[config.mk]
export PLATFORM = sky130hd
export DESIGN_NAME = clock_alarm_ctrl
export DESIGN_NICKNAME = d
export VERILOG_FILES = /design/src/rtl/clock_alarm_ctrl.sv
export SDC_FILE = /design/constraint.sdc
export NUM_CORES = 1
export LEC_CHECK = 0
export ABC_AREA = 1
export ABC_CLOCK_PERIOD_IN_PS = 2300
export BUFFER_PORTS_ARGS = -buffer_cell sky130_fd_sc_hd__buf_4
export CAP_MARGIN = 20
export CELL_PAD_IN_SITES_DETAIL_PLACEMENT = 1
export CELL_PAD_IN_SITES_GLOBAL_PLACEMENT = 2
export CORE_MARGIN = 5
export CORE_UTILIZATION = 35
export CTS_BUF_LIST = sky130_fd_sc_hd__clkbuf_4 sky130_fd_sc_hd__clkbuf_8
export CTS_CLUSTER_SIZE = 30
export DETAILED_ROUTE_END_ITERATION = 10
export PLACE_DENSITY = 0.84
export SKIP_CTS_REPAIR_TIMING = 1
export SYNTH_ARGS = -nofsm -noshare
export SYNTH_HDL_FRONTEND = slang
export SYNTH_SLANG_ARGS = --single-unit
[constraint.sdc]
create_clock -name clk_out -period 2.3 [get_ports clk_out]
set_input_delay 0.23 -clock clk_out [delete_from_list [all_inputs] [get_ports clk_out]]
set_output_delay 0.23 -clock clk_out [all_outputs]
set_load 0.05 [all_outputs]
[src/rtl/clock_alarm_ctrl.sv]
// Timekeeping and alarm controller: owns hh:mm:ss and the alarm hh:mm registers.
// It applies field edits, raises and silences the alarm, and drives the display blink strobe.
module clock_alarm_ctrl #(
  parameter int TICKS_PER_SEC   = 200,
  parameter int ALARM_TIMEOUT_S = 60
) (
  input  logic       clk_out,
  input  logic       rst,
  input  logic [2:0] mode,
  input  logic       btn_up,
  input  logic       btn_down,
  input  logic       btn_any,
  output logic [4:0] time_hh,
  output logic [5:0] time_mm,
  output logic [5:0] time_ss,
  output logic [4:0] alarm_hh,
  output logic [5:0] alarm_mm,
  output logic       alarm_on,
  output logic       blink
);

  localparam int            CW           = $clog2(TICKS_PER_SEC);
  localparam logic [CW-1:0] TICK_LAST    = CW'(TICKS_PER_SEC - 1);
  localparam logic [CW-1:0] TICK_HALF    = CW'(TICKS_PER_SEC / 2);
  localparam logic [7:0]    TIMEOUT_LAST = 8'(ALARM_TIMEOUT_S - 1);

  localparam logic [2:0] MODE_TIME_HH  = 3'd1;
  localparam logic [2:0] MODE_TIME_MM  = 3'd2;
  localparam logic [2:0] MODE_ALARM_HH = 3'd3;
  localparam logic [2:0] MODE_ALARM_MM = 3'd4;

  logic [CW-1:0] presc_reg, presc_next;
  logic [CW-1:0] blink_cnt_reg, blink_cnt_next;
  logic [7:0]    timeout_reg, timeout_next;
  logic [4:0]    hh_reg, hh_next;
  logic [5:0]    mm_reg, mm_next;
  logic [5:0]    ss_reg, ss_next;
  logic [4:0]    alarm_hh_reg, alarm_hh_next;
  logic [5:0]    alarm_mm_reg, alarm_mm_next;
  logic          alarm_on_reg, alarm_on_next;
  logic          blink_reg, blink_next;

  logic edit_mode, do_up, do_down, tick, trigger, silence;

  // Wrapping +/-1 on a field whose legal range is 0..last.
  function automatic logic [5:0] step_wrap(input logic [5:0] v, input logic [5:0] last,
                                           input logic up);
    if (up) return (v == last) ? 6'd0 : v + 6'd1;
    return (v == 6'd0) ? last : v - 6'd1;
  endfunction

  always_comb begin
    presc_next     = presc_reg;
    timeout_next   = timeout_reg;
    hh_next        = hh_reg;
    mm_next        = mm_reg;
    ss_next        = ss_reg;
    alarm_hh_next  = alarm_hh_reg;
    alarm_mm_next  = alarm_mm_reg;
    alarm_on_next  = alarm_on_reg;
    tick           = 1'b0;
    trigger        = 1'b0;

    edit_mode = (mode >= MODE_TIME_HH) && (mode <= MODE_ALARM_MM);
    do_up     = btn_up & ~btn_down;
    do_down   = btn_down & ~btn_up;
    silence   = btn_up | btn_down | btn_any | edit_mode;

    blink_cnt_next = (blink_cnt_reg == TICK_LAST) ? '0 : blink_cnt_reg + 1'b1;
    blink_next     = edit_mode ? (blink_cnt_next < TICK_HALF) : 1'b1;

    if (!edit_mode) begin
      if (presc_reg == TICK_LAST) begin
        tick       = 1'b1;
        presc_next = '0;
        if (ss_reg == 6'd59) begin
          ss_next = 6'd0;
          if (mm_reg == 6'd59) begin
            mm_next = 6'd0;
            hh_next = (hh_reg == 5'd23) ? 5'd0 : hh_reg + 5'd1;
          end else begin
            mm_next = mm_reg + 6'd1;
          end
          // Only a minute rollover can arm the alarm, so a pre-existing match never fires.
          trigger = (hh_next == alarm_hh_reg) && (mm_next == alarm_mm_reg);
        end else begin
          ss_next = ss_reg + 6'd1;
        end
      end else begin
        presc_next = presc_reg + 1'b1;
      end
    end else if (do_up || do_down) begin
      case (mode)
        MODE_TIME_HH: begin
          hh_next    = 5'(step_wrap({1'b0, hh_reg}, 6'd23, do_up));
          ss_next    = 6'd0;
          presc_next = '0;
        end
        MODE_TIME_MM: begin
          mm_next    = step_wrap(mm_reg, 6'd59, do_up);
          ss_next    = 6'd0;
          presc_next = '0;
        end
        MODE_ALARM_HH: alarm_hh_next = 5'(step_wrap({1'b0, alarm_hh_reg}, 6'd23, do_up));
        MODE_ALARM_MM: alarm_mm_next = step_wrap(alarm_mm_reg, 6'd59, do_up);
        default: ;
      endcase
    end

    // Silence outranks a coincident trigger; a re-trigger restarts the timeout.
    if (silence) begin
      alarm_on_next = 1'b0;
      timeout_next  = 8'd0;
    end else if (trigger) begin
      alarm_on_next = 1'b1;
      timeout_next  = 8'd0;
    end else if (alarm_on_reg && tick) begin
      if (timeout_reg == TIMEOUT_LAST) begin
        alarm_on_next = 1'b0;
        timeout_next  = 8'd0;
      end else begin
        timeout_next = timeout_reg + 8'd1;
      end
    end
  end

  always_ff @(posedge clk_out or posedge rst) begin
    if (rst) begin
      presc_reg     <= '0;
      blink_cnt_reg <= '0;
      timeout_reg   <= 8'd0;
      hh_reg        <= 5'd0;
      mm_reg        <= 6'd0;
      ss_reg        <= 6'd0;
      alarm_hh_reg  <= 5'd0;
      alarm_mm_reg  <= 6'd0;
      alarm_on_reg  <= 1'b0;
      blink_reg     <= 1'b1;
    end else begin
      presc_reg     <= presc_next;
      blink_cnt_reg <= blink_cnt_next;
      timeout_reg   <= timeout_next;
      hh_reg        <= hh_next;
      mm_reg        <= mm_next;
      ss_reg        <= ss_next;
      alarm_hh_reg  <= alarm_hh_next;
      alarm_mm_reg  <= alarm_mm_next;
      alarm_on_reg  <= alarm_on_next;
      blink_reg     <= blink_next;
    end
  end

  assign time_hh  = hh_reg;
  assign time_mm  = mm_reg;
  assign time_ss  = ss_reg;
  assign alarm_hh = alarm_hh_reg;
  assign alarm_mm = alarm_mm_reg;
  assign alarm_on = alarm_on_reg;
  assign blink    = blink_reg;

endmodule

==> impl_results.md <==
- Status: complete, but fails checks
- Failing checks: negative hold slack
- Residual DRC count: 0
- CTS sink cnt: 54
- Syn Area/Cell: 7.07 um2
- Top post-synthesis cells by area: dfrtp_1, nand2_1, inv_1
- Worst r2r src: time_mm[0]$_DFFE_PP0P_
- Vias in the first global route: 3956
- RSZ-0062 raised after global routing: yes
- Total routed wirelength: 11.4 mm
- Max incr delay on CP: 460 ps
- Critical Path Source: time_mm[0]$_DFFE_PP0P_
- Clock Root Buffer: clkbuf_8
- Met2 usage: 0.293
- HP Class: in -> async
- Reg-to-reg slack, setup: 70 ps
- Post-synth top area cell: dfrtp_1
- Slew Viols, Final: 0
- Largest net degree at the start of global routing: 31
- Critical path capture point type: register
- Cell Area, Synth: 3880 um2
- Cell family with most CP delay: simple AND/OR/NAND/NOR gates
- First-pass GRT wire length: 19.0 mm
- Antenna Violating Nets Remaining: 0
- Grt total ovfl: 0
- Final Worst Setup Slack: ~75 ps
- Dpl hpwl: 8.77 mm
- Commonest non-fill, non-tap cell in the layout: nand2_1
- Die ar.: ~13000 um2
- Clock slew at reported path FFs: 110 ps
- Finished Core Util: 0.432
- Drt first pass iters: 4
- Final setup fails: 0
- Pre-CTS WS: 23.2 ps
- Number of inserted diodes: 0
- CTS Buffer Depth: 2
- Antenna violations before repair: 0
- Final Cycle Share: 0.968
- Top_reg_cell synth: dfrtp_1
- Top Usage Layer GRT: met2
- 1st-iter DRT viols: 125
- GR Util met3: 0.0253
- Type of the worst setup path: reg -> reg
- Cell Chain, Critical Path: ha_4 -> nand2_4 -> nor2_4 -> nand2_8 -> nand2_2 -> nand3_1 -> nand2_1 -> inv_2 -> nand2_2 -> nor2_4 -> nand3_4 -> nand3_4 -> buf_4 -> a21oi_1 -> nor2_1
- I/O Buffers: 37
- Syn_nets: 573
- Minimum clock period after layout: around 2200 ps
- Synthesized flop and latch total: 54
- Pwr/cell area: 1140 nW/um2
- Worst r2r dst: timeout_reg[6]$_DFFE_PP0P_
- VDD IR-drop max: 0.680 mV
- Slew HR: 0.591
- Layout cell share with drive strength beyond 1: 0.189
- Leak Pwr: 2.19 nW
- CP arrival: 2440 ps
- Crit path buf inv count: 2
- Reg2Reg Depth: 15
- CTS tree: yes
- Fill cell total of the finished layout: 1419
- Die width: between 100 and 150 um
- Max Cap Viol: 0
- Via-to-Cell Ratio: 5.13
- Initial core utilization: 0.358
- Distinct cells, synth: 42
- Synth warnings: 0
- FP Rows: 38
- Core area: between 10000 and 15000 um2
- EDFF count, synth: 0
- GR Util All Layers: 0.176
- H-tree depth: 2
- Clock Skew: roughly 17 ps
- Fmax: approximately 450 MHz
- Number of cells on the critical path: 15
- Synth top area share: 0.341
- Met1 usage in global routing: 0.241
- Fin. Hold Viols: 23
- Layout area overhead: 20.7%
- CP max-delay cell: dfrtp_2
- Worst Setup EP: timeout_reg[6]$_DFFE_PP0P_
- Num CTS Buffers: 5
- Share of synthesized area occupied by flip-flops and latches: 0.348
- Mapped Cells: 549
- Die extent in y: 115 um
- Routed WL per cell: between 15 and 20 um
- Hold WS: -33.3 ps
- Crit-path max FO: 8
- Clk_lat worst skew: 330 ps
- Synth async-reset ratio: 1.00
- # IOs: 38
- Crit path required time: 2510 ps
- Placer Congestion: 0.859
- Commonest cells after routing, fill and taps aside: nand2_1, inv_1, buf_4
- Routed via count: approximately 3800
- Setup crit start kind: register
- Least-Margin Pin Slew: 611 ps
- Final nets: between 600 and 700
power breakdown:
group	switching (W)	internal, W
sequential	0.000424	0.00121
clock	0.000346	0.000228
combinational	0.00208	0.00105
total	0.00285	0.00249
worst min path at each step:
stage               cells after the start                         end  slack, ps
floorplan                               1  blink_cnt_reg[0]$_DFF_PP0_        430
global placement                        2  timeout_reg[7]$_DFFE_PP0P_        350
detailed placement                      2  timeout_reg[7]$_DFFE_PP0P_        360
CTS                                     2  timeout_reg[1]$_DFFE_PP0P_        -20
global route                            2  timeout_reg[1]$_DFFE_PP0P_          8
finish                                  2  timeout_reg[1]$_DFFE_PP0P_        -30
per-stage QoR:
step           total power, W  cells  setup TNS [ps]  area (um2)
2_1_floorplan         0.00374    549               0        3880
3_3_place_gp          0.00454    728               0        4380
3_5_place_dp          0.00460    728               0        4380
4_1_cts               0.00520    736           -19.0        4470
5_1_grt               0.00579    747            -148        4690
6_report              0.00534    747               0        4690
routing by layer:
metal / share of wire / vias up
met3: 0.026 / 7
met1: 0.50 / 1868
met4: 0.0099 / 0
met5: 0 / -
li1: - / 1914
met2: 0.47 / 44
cells by family after synthesis:
logic type,Yosys count,share of synthesized area
AO/OA/AOI/OAI,87,0.129
buffers and inverters,97,0.0999
adder cells (fa/ha/maj),16,0.0515
flip-flops,54,0.348
XOR/XNOR,21,0.0474
AND/OR/NAND/NOR,274,0.324
worst register-to-register path, stage by stage, from the launching register on:
cell and delay (ps):
dfrtp_2 460, ha_4 200, nand2_4 60, nor2_4 240, nand2_8 120, nand2_2 90, nand3_1 110, nand2_1 100
inv_2 40, nand2_2 60, nor2_4 40, nand3_4 120, nand3_4 120, buf_4 180, a21oi_1 130, nor2_1 60
Yosys cell counts, types with 6 or more instances:
cell type,count
o21ai_0,46
xor2_1,17
nand4_1,8
ha_1,16
nand2_2,6
dfrtp_1,53
a21oi_1,19
nor3_1,20
inv_1,82
nand2_1,117
nor2_1,52
nand3_1,53
cell type report:
cell class / instances / area [um2] / area share
Multi-Input combinational cell: 400 / 2260 / 0.482
Sequential cell: 54 / 1360 / 0.290
Timing Repair Buffer: 58 / 468 / 0.0998
Inverter: 87 / 333 / 0.0710
Tap cell: 140 / 175 / 0.0374
Clock buffer: 6 / 76.3 / 0.0163
Clock inverter: 2 / 15.0 / 0.00320
(Power assumes the default switching activity.)
